==> src/rtl/mem_port_arbiter.sv <==
// mem_port_arbiter
//   Shares one SDRAM controller port between an instruction-fetch port and a
//   load/store data port. The data port has priority. After STARVE_MAX
//   consecutive lost arbitrations, a waiting instruction fetch is forced to
//   win. Only one operation is in flight at a time.
//
//   Handshakes: a requester holds *_req (and its fields) until its one-cycle
//   *_ack. Towards the controller, m_req and the m_* fields stay stable until
//   the cycle in which m_gnt is sampled high. m_done is honoured only in WAIT.
//   If m_done has not arrived after TIMEOUT WAIT cycles, the winner's ack
//   pulses together with err, with rdata forced to 0.
//
// Ports
//   clk, rst_n                       clock, async active-low reset
//   instr_req/addr -> instr_ack/rdata instruction fetch port (32-bit reads)
//   data_req/rw/oplen/addr/wdata -> data_ack/rdata   load/store port
//   m_req/rw/oplen/addr/wdata, m_gnt, m_done, m_rdata  SDRAM controller side
//   busy                             high whenever the FSM is not IDLE
//   err                              one-cycle timeout pulse
//   o_dbg_state                      current FSM state (0 IDLE, 1 ISSUE, 2 WAIT, 3 RESP)
module mem_port_arbiter #(
  parameter int STARVE_MAX = 4,
  parameter int TIMEOUT    = 255
) (
  input  logic        clk,
  input  logic        rst_n,
  input  logic        instr_req,
  input  logic [24:0] instr_addr,
  output logic        instr_ack,
  output logic [31:0] instr_rdata,
  input  logic        data_req,
  input  logic        data_rw,
  input  logic [1:0]  data_oplen,
  input  logic [24:0] data_addr,
  input  logic [31:0] data_wdata,
  output logic        data_ack,
  output logic [31:0] data_rdata,
  output logic        m_req,
  output logic        m_rw,
  output logic [1:0]  m_oplen,
  output logic [24:0] m_addr,
  output logic [31:0] m_wdata,
  input  logic        m_gnt,
  input  logic        m_done,
  input  logic [31:0] m_rdata,
  output logic        busy,
  output logic        err,
  output logic [1:0]  o_dbg_state
);

  typedef enum logic [1:0] {
    ST_IDLE  = 2'd0,
    ST_ISSUE = 2'd1,
    ST_WAIT  = 2'd2,
    ST_RESP  = 2'd3
  } state_t;

  localparam int SW = (STARVE_MAX < 1) ? 1 : $clog2(STARVE_MAX + 1);
  localparam int TW = (TIMEOUT < 2) ? 1 : $clog2(TIMEOUT + 1);
  localparam logic [SW-1:0] STARVE_LIM = SW'(STARVE_MAX);
  localparam logic [TW-1:0] TMO_LAST   = TW'(TIMEOUT - 1);

  state_t        r_state;
  logic [SW-1:0] r_starve;
  logic [TW-1:0] r_tmo;
  logic          r_sel_instr;  // winner of the operation in flight
  logic          w_pick_instr;

  // Instruction wins when alone, or when it has been starved long enough.
  assign w_pick_instr = instr_req && (!data_req || (r_starve == STARVE_LIM));
  assign o_dbg_state  = r_state;

  always_ff @(posedge clk or negedge rst_n) begin
    if (!rst_n) begin
      r_state     <= ST_IDLE;
      r_starve    <= '0;
      r_tmo       <= '0;
      r_sel_instr <= 1'b0;
      instr_ack   <= 1'b0;
      instr_rdata <= '0;
      data_ack    <= 1'b0;
      data_rdata  <= '0;
      m_req       <= 1'b0;
      m_rw        <= 1'b0;
      m_oplen     <= '0;
      m_addr      <= '0;
      m_wdata     <= '0;
      busy        <= 1'b0;
      err         <= 1'b0;
    end else begin
      // Acks and err are single-cycle pulses.
      instr_ack <= 1'b0;
      data_ack  <= 1'b0;
      err       <= 1'b0;
      case (r_state)
        ST_IDLE: begin
          if (instr_req || data_req) begin
            r_sel_instr <= w_pick_instr;
            if (w_pick_instr) begin
              m_rw     <= 1'b0;
              m_oplen  <= 2'b10;
              m_addr   <= instr_addr;
              m_wdata  <= '0;
              r_starve <= '0;
            end else begin
              m_rw    <= data_rw;
              m_oplen <= data_oplen;
              m_addr  <= data_addr;
              m_wdata <= data_wdata;
              if (instr_req && (r_starve != STARVE_LIM)) begin
                r_starve <= r_starve + SW'(1);
              end
            end
            m_req   <= 1'b1;
            busy    <= 1'b1;
            r_state <= ST_ISSUE;
          end
        end
        ST_ISSUE: begin
          if (m_gnt) begin
            m_req   <= 1'b0;
            r_tmo   <= '0;
            r_state <= ST_WAIT;
          end
        end
        ST_WAIT: begin
          if (m_done || (r_tmo == TMO_LAST)) begin
            // On timeout the winner still gets its ack, flagged by err.
            err     <= !m_done;
            r_tmo   <= '0;
            r_state <= ST_RESP;
            if (r_sel_instr) begin
              instr_ack   <= 1'b1;
              instr_rdata <= m_done ? m_rdata : 32'd0;
            end else begin
              data_ack   <= 1'b1;
              data_rdata <= m_done ? m_rdata : 32'd0;
            end
          end else begin
            r_tmo <= r_tmo + TW'(1);
          end
        end
        ST_RESP: begin
          busy    <= 1'b0;
          r_state <= ST_IDLE;
        end
        default: begin
          m_req   <= 1'b0;
          busy    <= 1'b0;
          r_state <= ST_IDLE;
        end
      endcase
    end
  end

endmodule

==> config.mk <==
export PLATFORM = sky130hd
export DESIGN_NAME = mem_port_arbiter
export DESIGN_NICKNAME = d
export VERILOG_FILES = /design/src/rtl/mem_port_arbiter.sv
export SDC_FILE = /design/constraint.sdc
export NUM_CORES = 1
export LEC_CHECK = 0
export ABC_AREA = 0
export BUFFER_PORTS_ARGS = -buffer_cell sky130_fd_sc_hd__buf_2
export CORE_MARGIN = 1
export CORE_UTILIZATION = 52
export DETAILED_ROUTE_END_ITERATION = 10
export PLACE_DENSITY = 0.84
export SLEW_MARGIN = 10
export SYNTH_ARGS = -nofsm -noshare
export SYNTH_HDL_FRONTEND = slang
export SYNTH_SLANG_ARGS = --single-unit
export TNS_END_PERCENT = 5
==> constraint.sdc <==
create_clock -name clk -period 4.9 [get_ports clk]
set_input_delay 0.98 -clock clk [delete_from_list [all_inputs] [get_ports clk]]
set_output_delay 0.98 -clock clk [all_outputs]
set_load 0.01 [all_outputs]
# Yosys cells after proc, flatten, opt, wreduce, memory -nomap -nowiden
# Cells that the tools add are included.
[word_totals]
input_bits = 123
regBits = 143
output_inout_bits = 131
wordCells = 73
[op_classes]
n_eq_ne = 9
reduce_logical = 20
n_bitwise = 1
mux = 26
add_sub_neg = 2
[op_table]
columns = ["operator", "n"]
rows = [
  ["2-to-1 mux 32 bit", 2],
  ["2-to-1 mux 25 bit", 1],
  ["2-to-1 mux 8 bit", 2],
  ["case mux 8 bit (2 select lines)", 1],
  ["AND reduction 3 bit", 5],
  ["2-to-1 mux 1 bit", 11],
  ["adder 8 x 1 -> 8 bit, second input constant", 1],
  ["equality test 8 bit, second input constant", 1],
  ["2-to-1 mux 2 bit", 4],
  ["case mux 2 bit (4 select lines)", 1],
  ["nonzero test 2 bit", 4],
  ["2-to-1 mux 3 bit", 2],
  ["inequality test 2 bit, second input constant", 3],
  ["AND reduction 2 bit", 3],
  ["equality test 2 bit, second input constant", 2],
  ["case mux 1 bit (2 select lines)", 2],
  ["adder 3 x 1 -> 3 bit, second input constant", 1],
  ["equality test 3 bit, second input constant", 1],
  ["logical OR 1 bit", 3],
  ["inequality test 3 bit, second input constant", 1],
  ["equality test 2 x 1 -> 1 bit, second input constant", 1],
  ["logical AND 1 bit", 2],
  ["zero test 1 bit", 2],
  ["zero test 2 bit", 1],
  ["NOT 1 bit", 1],
]

# Depth between registers and ports, before layout
# Gate-level depths: netlist of the first run.
[logic_depth]
word_depth = 5
ltp_mapped = 8
mapped_depth_nobuf = 6

# Least setup slack after synthesis of the first run
# OpenSTA, ideal clock, no wires.
[synth_path]
path_kind = "input-to-reg"
from = "input data_req"
to = "register m_addr[17]"
required_time_ns = 4.767
arrival_time_ns = 1.855
path_stages = 6
n_path_buf = 2
setup_time_ns = 0.133
path_slack_ns = 2.911
path_cell_list = "a21boi_2 -> nand2b_1 -> buf_2 -> buf_4 -> mux2i_1 -> o21ai_0"
[synth_between]
elab_chain_len = 4
elab_cells_between_ends = 6
cone_classes = "mux: 1; reduce/logical: 5"
[synth_rtl]
columns = ["item", "line", "source"]
rows = [
  ["from (decl)", "31", "input logic data_req,"],
  ["zero test 1 bit", "70", "assign w_pick_instr = instr_req && (!data_req || (r_starve == STARVE_LIM));"],
  ["logical OR 1 bit", "70", ""],
  ["logical AND 1 bit", "70", ""],
  ["2-to-1 mux 25 bit", "99", "if (w_pick_instr) begin"],
  ["to (signal assigned)", "102", "m_addr <= instr_addr;"],
  ["to (signal assigned)", "108", "m_addr <= data_addr;"],
  ["to (decl)", "41", "output logic [24:0] m_addr,"],
]
# Several ways; a longest one is shown, not always the timed one.
# A chain may end at the register's enable or synchronous reset.

# Worst setup path in the final report of the first run
[layout_path]
from = "input data_req"
to = "register m_wdata[13]"
[layout_between]
elab_chain_len = 4
elab_cells_between_ends = 6
cone_classes = "mux: 1; reduce/logical: 5"
[layout_rtl]
columns = ["item", "line", "source"]
rows = [
  ["zero test 1 bit", "70", ""],
  ["logical OR 1 bit", "70", ""],
  ["logical AND 1 bit", "70", ""],
  ["2-to-1 mux 32 bit", "99", ""],
  ["to (signal assigned)", "109", "m_wdata <= data_wdata;"],
  ["to (decl)", "42", "output logic [31:0] m_wdata,"],
]
# Several ways; a longest one is shown, not always the timed one.

==> impl_metrics.csv, run 1 <==
group,metric,value,unit
setup_path,cpPeakStageDelay,0.94,ns
pwr,finalPower,5.05,mW
placement,portBuffers,253,
synth,synth.top_cells.by_area,"dfrtp_1 59%, nand2_1 8.7%, a32o_1 5.3%",
setup_path,endpoint_kind,"flop",
synth,ys_seq_area_share,59.4,%
floorplanning,core,0.0111,mm^2
drt,drt.antenna.violating_nets,0,
synth,synthArstFlopShare,100,%
clocking,cts_buffer_depth,2,
timing,hold_viol_final,0,
final_layout,multi_input_area,0.00220,mm^2
setup_path,critPathSlowestCell,"nand2b_2",
floorplanning,start_util,54.4,%
synth,ys_warn_count,0,
synth,synth_xor_area_share,0,%
drt,drt_iter0_drc,438,
timing,skew,0.00644,ns
timing,finalCritPeriodShare,53.8,%
setup_path,path_buf_inv,2,
pwr,powerDensity,643,mW/mm^2
synth,yosys.cell_types.count,37,
clocking,clkLatencyLatePin,0.41,ns
clocking,holdBufCountCts,0,
synth,synth.largest_area_cell,"dfrtp_1",
pwr,total_leakage_power,4.14,nW
synth,synth_area,0.00603,mm^2
drt,via_count,5090,
final_layout,layoutNonFillerInstCount,935,
clocking,cts_resized,0,
final_layout,area_growth,30.2,%
job,max-cap-violations,0,
floorplanning,die_w,110,um
placement,dp_cells,903,
global_route,grt-ovfl-total,0,
synth,synthesis.nets,680,
synth,muxShareOfSynthArea,4.75,%
synth,synth_top_area_share,59.4,%
global_route,antenna_found_initial,1,
hold_path,hold_path.class,"reg -> reg",
timing,slew_headroom,19.0,%
timing,final-max-slew-violation-count,0,
final_layout,drive_above_1_share,37.2,%
clocking,h-tree-depth,4,
timing,hold_ws,0.474,ns
synth,synth_top_family_by_area,"compound AO/OA/AOI/OAI gates",
timing,worstMarginPinSlew,1.22,ns
clocking,cts_tree,"done",
floorplanning,die_h,110,um
timing,grt_setup_unrepaired,"no",
setup_path,crit_family,"simple AND/OR/NAND/NOR gates",
synth,synth_ff_type,"dfrtp_1",
setup_path,cp_max_fo,45,
drt,avgRoutedWirePerCell,16.5,um
placement,placed_cell_area,0.00728,mm^2
synth,yosys.area_share.simple,11.7,%
synth,yosysMostFrequentCell,"dfrtp_1",
synth,synth_fa_ha_area_share,1.66,%
timing,tns,0,ns
final_layout,nets,913,
floorplanning,dieArea,0.0120,mm^2
setup_path,path_cells,"buf_2, a21boi_2, nand2b_2, buf_4, nand2_1, o21ai_0",
timing,fmax,0.379,GHz
setup_path,arrival,2.95,ns
timing,fin_crit,2.64,ns
clocking,root_buffer,"clkbuf_16",
placement,finalWeightedCongestion,0.812,
drt,vias_per_cell,5.44,
synth,synth_common_cells,"143 x dfrtp_1, 140 x nand2_1, 64 x o21ai_0, 33 x o2bb2ai_1, 32 x a32o_1",
clocking,cts_setup_buffers,0,
setup_path,crit_path_start_kind,"input pin",
setup_path,critPathRequiredTime,5.22,ns
final_layout,seqCellArea,0.00358,mm^2
global_route,grt_pass1_vias,4986,
floorplanning,placementRows,38,
drt,wl,15.4,mm
synth,synth_area_per_cell,11.0,um^2
global_route,grt_max_degree,121,
synth,synth_edf_count,0,
drt,first_pass_iters,4,
pwr,peakVddDrop,0.386,mV
global_route,grt_pass1_wl,23.7,mm
setup_path,path_class,"in -> reg",
timing,setup_viol_count_final,0,
placement,place_hpwl,10.8,mm
synth,synth-seq-cells,143,
global_route,track_usage,26.1,%
drt,drc,0,
synth,synth_compound_area_share,18.1,%
floorplanning,io_pins,254,
clocking,cts_inserted_buffers,17,
final_layout,stdcell_area,0.00785,mm^2
clocking,clkTransAtPathRegs,0.06,ns
run_status,status,"completed",
synth,synth_cells,549,
final_layout,nFillCells,810,
clocking,cts_num_sinks,143,
through the flow:
step | util [%] | worst slack, ns
3_3_place_gp | 65.7 | 1.97
5_1_grt | 70.8 | 2.04
2_1_floorplan | - | 2.91
4_1_cts | 70.8 | 2.28
3_5_place_dp | 65.7 | 1.86
6_report | 70.8 | 2.26
layout by cell type (no fill, tap or decap), types with 4 or more instances in the layout:
cell,instances
inv_1,7
o21ai_0,64
nand3_1,5
nand2_1,140
o2bb2ai_1,33
ha_1,8
buf_2,252
nand2b_1,5
a32o_1,32
clkbuf_16,17
nor2_1,5
a31oi_1,7
dfrtp_1,142
a21o_1,4
mux2i_1,26
kinds of logic after synthesis:
group / Yosys count
AOI/OAI and AO/OA: 152
buffers and inverters: 49
muxes: 28
DFF: 143
adders and majority gates: 8
and+or+nand+nor: 169
metal layers:
layer  part of all wire (%)  up-vias  GRT usage [%]
met5                      0        -              0
met4                    2.3        0           11.5
met3                    7.4       28           7.53
met2                     52      218           45.4
met1                     38     2429           29.8
li1                       -     2415              -
report_power, final:
group          switching (mW)  internal [mW]
combinational            1.01          0.766
sequential              0.355           1.69
clock                   0.473          0.758
total                    1.84           3.21
registers in the layout, summed over array words and instances, names as in the netlist:
name / flops
busy: 1
data_ack: 1
data_rdata: 32
err: 1
instr_ack: 1
instr_rdata: 32
m_addr: 25
m_oplen: 2
m_req: 1
m_rw: 1
m_wdata: 32
o_dbg_state: 2
r_sel_instr: 1
r_starve: 3
r_tmo: 8
final cells by class:
class	count	area share (%)
flip-flops and latches	143	45.6
inverters	7	0.335
clock inverters	10	1.47
well taps	140	2.23
diodes	1	0.0319
multi-input cells	357	28.1
repair buffers	256	16.5
clock buffers	21	5.74
worst paths after layout:
| check | end | startpoint | cells past startpoint | slack, ns |
|---|---|---|---|---|
| setup reg to reg | m_wdata[13] | r_starve[0] | 7 | 2.34 |
| setup / recovery | m_wdata[13] | data_req | 6 | 2.26 |
| max in group asynchronous | data_rdata[7] | rst_n | 2 | 3.15 |
| min in group asynchronous | data_ack | rst_n | 1 | 0.72 |
| hold / removal | m_wdata[25] | m_wdata[25] | 2 | 0.47 |
| hold reg to reg | m_wdata[25] | m_wdata[25] | 2 | 0.47 |
worst register-to-register path: cells and delay by family, from the launching register on:
kind / cells / cell delay [ns]
simple gates: 2 / 1.02
flops: 1 / 0.38
fa+ha+maj: 1 / 0.21
compound gates: 2 / 0.40
buf+inv: 2 / 0.45
No activity file was read; power rests on OpenSTA's default activity.
==> run 2, diff against run 1 <==
Settings changed: CORE_UTILIZATION 52 to 43, PLACE_DENSITY 0.84 to 0.74.
Clock period 4.9 ns to 2.2 ns, I/O delays scaled along.
==> run 2 against run 1 <==
  * Global-route usage shrank 5.0 points
  * Power grew 130%
  * Sequential share of layout area shrank 1.4 points
  * Clock power grew 140%
  * Largest cell class unchanged
  * Critical path depth grew 1
  * Cell area grew 3.2%
  * Highest routed layer unchanged
==> impl_metrics.csv, run 2 (synthesis results as in run 1) <==
group,metric,value,unit
global_route,antenna_found_initial,0,
drt,avgRoutedWirePerCell,15.3,um
floorplanning,start_util,44.8,%
global_route,grt_pass1_wl,23.9,mm
floorplanning,die_w,120,um
global_route,grt_pass1_vias,4935,
clocking,holdBufCountCts,1,
setup_path,r2r-start,"o_dbg_state[0]",
final_layout,area_growth,34.3,%
timing,slew_headroom,56.1,%
setup_path,endpoint_kind,"flop",
timing,hold_viol_final,0,
final_layout,reg_top3,"data_rdata: 32 flops, instr_rdata: 32 flops, m_wdata: 32 flops",
drt,first_pass_iters,5,
drt,drt.antenna.violating_nets,0,
global_route,track_usage,21.1,%
timing,finalCritPeriodShare,84.5,%
timing,setup_viol_count_final,0,
run_status,status,"completed",
drt,drt_iter0_drc,280,
floorplanning,dieArea,0.0145,mm^2
setup_path,rr_worst_depth,7,
drt,routed.top_layer,"met4",
setup_path,cpPeakStageDelay,0.43,ns
setup_path,rrSetupSlack,0.34,ns
clocking,root_buffer,"clkbuf_16",
final_layout,layout_common_cells,"252 x buf_2, 142 x dfrtp_1, 140 x nand2_1",
drt,wl_met3,1.01,mm
clocking,clkTransAtPathRegs,0.06,ns
pwr,finalPower,11.6,mW
timing,fmax,0.538,GHz
drt,wl,15.0,mm
timing,tns,0,ns
floorplanning,io_pins,254,
clocking,clkLatencyLatePin,0.41,ns
pwr,total_leakage_power,4.24,nW
clocking,cts_buffer_depth,2,
setup_path,cp_max_fo,10,
hold_path,hold_start,"data_wdata[7]",
clocking,h-tree-depth,4,
drt,wl_met1,6.33,mm
clocking,cts_resized,0,
final_layout,utilization,60.2,%
hold_path,hold_depth,3,
setup_path,r2r_end,"r_tmo[2]",
setup_path,critPathSlowestCell,"dfrtp_1",
pwr,peakVddDrop,0.657,mV
floorplanning,core,0.0135,mm^2
floorplanning,placementRows,42,
timing,worstMarginPinSlew,0.658,ns
placement,place_hpwl,10.7,mm
setup_path,cpMostUsedCell,"a31oi_1",
clocking,cts_tree,"done",
pwr,powerDensity,1430,mW/mm^2
setup_path,crit_family,"compound AO/OA/AOI/OAI gates",
timing,hold_ws,0.258,ns
drt,via_count,5070,
clocking,cts_num_sinks,143,
hold_path,holdPathEnd,"m_wdata[7]",
drt,wl_met2,7.40,mm
final_layout,drive_above_1_share,38.1,%
timing,grt_setup_unrepaired,"no",
clocking,cts_setup_buffers,0,
floorplanning,die_h,120,um
setup_path,crit_path_start_kind,"flop",
setup_path,path_class,"reg -> reg",
setup_path,critPathRequiredTime,2.52,ns
setup_path,arrival,2.18,ns
timing,fin_crit,1.86,ns
final_layout,diodes,0,
timing,skew,0.0102,ns
job,max-cap-violations,0,
placement,finalWeightedCongestion,0.808,
drt,vias_per_cell,5.17,
drt,drc,0,
timing,final-max-slew-violation-count,0,
setup_path,path_cells,"inv_1, ha_1, nand2b_1, a41oi_1, buf_4, a31oi_1, a31oi_1",
clocking,cts_inserted_buffers,17,
setup_path,path_buf_inv,2,
placement,portBuffers,253,
hold_path,hold_path.class,"in -> reg",
final_layout,layout_commonest_cell,"buf_2",
global_route,grt-ovfl-total,0,
global_route,grt_max_degree,71,
final_layout,nets,923,
-- run 2: cell count changes in the layout (fill, tap and decap cells not counted), moves of 2 or more --
| cell | change |
|---|---|
| buf_12 | +6 |
| buf_4 | +3 |
| clkinv_2 | -3 |
| inv_6 | +3 |
| clkbuf_1 | -2 |
| clkinv_4 | +2 |
-- run 2: worst reg2reg max path: stages (launching register included) --
cell	delay, ns
dfrtp_1	0.43
inv_1	0.11
ha_1	0.34
nand2b_1	0.16
a41oi_1	0.26
buf_4	0.22
a31oi_1	0.09
a31oi_1	0.16
-- run 2: metal layers --
metal  vias to the layer above  GRT usage (%)
met5                         -              0
met4                         0           9.18
met3                        22           5.42
met2                       231           35.1
met1                      2377           26.0
li1                       2440              -
-- run 2: area by class of cell --
type                       instances  area, um^2
clock buffer                      19         443
clock inverter                    13         178
fill                            1150        5360
inverter                           7        26.3
multi-input combinational        357        2200
sequential                       143        3580
tap                              176         220
timing repair buffer             266        1450
-- run 2: worst max-delay path by stage --
stage / depth (start not counted) / end / start / slack (ns)
6_report: 7 / r_tmo[2] / o_dbg_state[0] / 0.34
5_1_grt: 7 / r_tmo[2] / o_dbg_state[0] / 0.14
4_1_cts: 7 / r_tmo[2] / o_dbg_state[0] / 0.33
3_5_place_dp: 7 / r_tmo[5] / o_dbg_state[0] / 0.34
3_3_place_gp: 7 / r_tmo[5] / o_dbg_state[0] / 0.40
2_1_floorplan: 7 / busy / o_dbg_state[0] / 0.47
-- run 2: metrics by stage --
step	instances	setup WS [ns]	area (um^2)
2_1_floorplan	549	0.474	6030
3_3_place_gp	948	0.395	7470
3_5_place_dp	948	0.337	7470
4_1_cts	981	0.335	8100
5_1_grt	981	0.137	8100
6_report	981	0.342	8100
-- run 2: power by group --
part | internal (mW) | total (mW) | switching (mW) | leakage [nW]
clock | 1.84 | 2.96 | 1.12 | 0.297
sequential | 3.76 | 4.42 | 0.661 | 1.81
combinational | 1.82 | 4.17 | 2.35 | 2.14
total | 7.42 | 11.6 | 4.14 | 4.24
==> run 3, diff against run 2 <==
Settings changed: CORE_UTILIZATION 43 to 48, PLACE_DENSITY 0.74 to 0.78.
Clock period 2.2 ns to 1.8 ns, I/O delays scaled along.
==> run 3 against run 2 <==
  * First-iteration DRC count increased by 46%
  * Cell area up 1.3%
  * Via count grew 3.3%
  * Critical path depth decreased by 1
  * Power increased by 22%
  * Clock skew fell by 0.0023 ns
  * Largest power group is now combinational logic
  * Sequential share of layout area decreased by 0.57 points
  * Utilization up 7.5 points
  * Sequential power rose by 21%
  * Flip-flop and latch count unchanged
  * Clock-buffer cell count rose by 2
==> impl_metrics.csv, run 3 (synthesis results as in run 1) <==
group,metric,value,unit
pwr,swShare,36.7,%
final_layout,diodes,0,
floorplanning,start_util,49.8,%
pwr,peakVddDrop,0.784,mV
pwr,powerDensity,1720,mW/mm^2
drt,via_count,5235,
clocking,cts_num_sinks,143,
setup_path,path_cells,"inv_1, ha_1, buf_4, and2_2, clkbuf_16, a32o_1",
floorplanning,core,0.0121,mm^2
timing,final-max-slew-violation-count,0,
floorplanning,placementRows,40,
final_layout,layout_common_cells,"252 x buf_2, 142 x dfrtp_1, 140 x nand2_1",
setup_path,cp.depth,6,
final_layout,layout_commonest_cell,"buf_2",
timing,fmax,0.568,GHz
final_layout,drive_above_1_share,39.3,%
pwr,pwr-share-seq,38.2,%
pwr,clkPwrFrac,23.2,%
setup_path,cp_max_fo,32,
drt,first_pass_iters,5,
setup_path,crit_path_start_kind,"flop",
setup_path,rr_worst_depth,6,
final_layout,reg_top3,"data_rdata: 32 flops, instr_rdata: 32 flops, m_wdata: 32 flops",
setup_path,path_buf_inv,3,
timing,setup_viol_count_final,0,
floorplanning,die_h,114,um
clocking,cts_inserted_buffers,17,
clocking,root_buffer,"clkbuf_16",
global_route,grt_max_degree,65,
global_route,grt-ovfl-total,0,
setup_path,arrival,2.06,ns
final_layout,utilization,67.7,%
setup_path,endpoint_kind,"flop",
placement,finalWeightedCongestion,0.811,
placement,place_ws,0.0399,ns
global_route,met1_usage,28.6,%
pwr,finalPower,14.1,mW
timing,skew,0.00794,ns
drt,wl,16.0,mm
drt,drc,0,
floorplanning,dieArea,0.0130,mm^2
drt,vias_per_cell,5.31,
timing,hold_viol_final,0,
placement,dp_cells,948,
pwr,p_int,8.91,mW
clocking,h-tree-depth,4,
global_route,antenna_found_initial,1,
setup_path,path_class,"reg -> reg",
hold_path,hold_path.class,"in -> reg",
global_route,use_met2,43.0,%
timing,grt_setup_unrepaired,"yes",
clocking,cts_buffer_depth,2,
floorplanning,die_w,114,um
clocking,clkTransAtPathRegs,0.06,ns
drt,avgRoutedWirePerCell,16.3,um
floorplanning,io_pins,254,
timing,fin_crit,1.76,ns
global_route,grt_pass1_vias,5083,
global_route,track_usage,24.6,%
global_route,grt_pass1_wl,24.6,mm
final_layout,area_growth,36.1,%
pwr,p_sw,5.16,mW
final_layout,nets,935,
setup_path,critPathSlowestCell,"dfrtp_1",
timing,worstMarginPinSlew,0.651,ns
run_status,status,"completed",
drt,drt.antenna.violating_nets,0,
job,max-cap-violations,0,
setup_path,critPathRequiredTime,2.10,ns
clocking,clkLatencyLatePin,0.42,ns
timing,slew_headroom,56.6,%
drt,drt_iter0_drc,409,
clocking,cts_tree,"done",
hold_path,hold_depth,3,
global_route,use_met3,6.25,%
setup_path,crit_family,"buffers and inverters",
placement,place_hpwl,11.2,mm
setup_path,cpPeakStageDelay,0.40,ns
final_layout,layoutNonFillerInstCount,985,
pwr,total_leakage_power,4.31,nW
pwr,p_comb_share,38.6,%
setup_path,rrSetupSlack,0.04,ns
timing,finalCritPeriodShare,97.8,%
placement,portBuffers,253,
timing,layout_setup_ws,0.0404,ns
global_route,top_usage_layer,"met2",
==> run 3: cell types whose count changed in the layout (fill, tap and decap cells not counted), moves of 2 or more <==
cell	delta
clkinv_2	+3
clkinvlp_4	+2
bufinv_16	-3
clkbuf_16	+2
clkbuf_8	+3
buf_12	+3
buf_4	+7
clkinv_4	-3
==> run 3: area by class of cell <==
type | count | area, um^2
Clock inverter | 11 | 80.1
Multi-Input combinational cell | 357 | 2210
Inverter | 7 | 26.3
Fill cell | 975 | 3910
Sequential cell | 143 | 3580
Timing Repair Buffer | 278 | 1610
Tap cell | 168 | 210
Clock buffer | 21 | 480
==> run 3: metrics by stage <==
stage	TNS (ns)	cell area (um^2)	hold WS, ns
after floorplan	0	6030	0.0644
after CTS	0	8130	0.161
final	0	8200	0.176
after global placement	0	7550	0.320
after detailed placement	0	7550	0.318
after global routing	-0.404	8200	0.170
==> run 3: what timing repair did <==
item,in CTS,in global routing
resized for setup,1,1
setup buffers,0,2
cloned,0,2
endpoints found under the hold margin,40,0
endpoints found under the setup margin,1,61
hold buffers,1,0
==> run 3: path summary, 6_finish.rpt <==
path | from | endpoint
setup / recovery | o_dbg_state[0] | instr_rdata[5]
hold / removal | data_rw | m_rw
setup reg to reg | o_dbg_state[0] | instr_rdata[5]
hold reg to reg | m_wdata[1] | m_wdata[1]
max in group asynchronous | rst_n | m_wdata[4]
min in group asynchronous | rst_n | data_rdata[1]
==> run 3: worst min-delay path: stages <==
cell,delay [ns]
buf_2,0.09
nand2_1,0.04
o21ai_0,0.06
==> run 3: metal layers <==
layer | part of all wire [%] | vias to the layer above
li1 | - | 2462
met1 | 38 | 2472
met2 | 52 | 264
met3 | 7.7 | 37
met4 | 2.7 | 0
met5 | 0 | -
==> run 3: power groups by stage <==
stage | clock [mW] | sequential, mW | combinational, mW
after global routing | 3.47 | 5.52 | 5.97
after CTS | 3.33 | 5.37 | 5.38
after global placement | 0 | 5.34 | 5.16
after floorplan | 0 | 5.97 | 2.37
final | 3.27 | 5.37 | 5.44
after detailed placement | 0 | 5.39 | 5.38
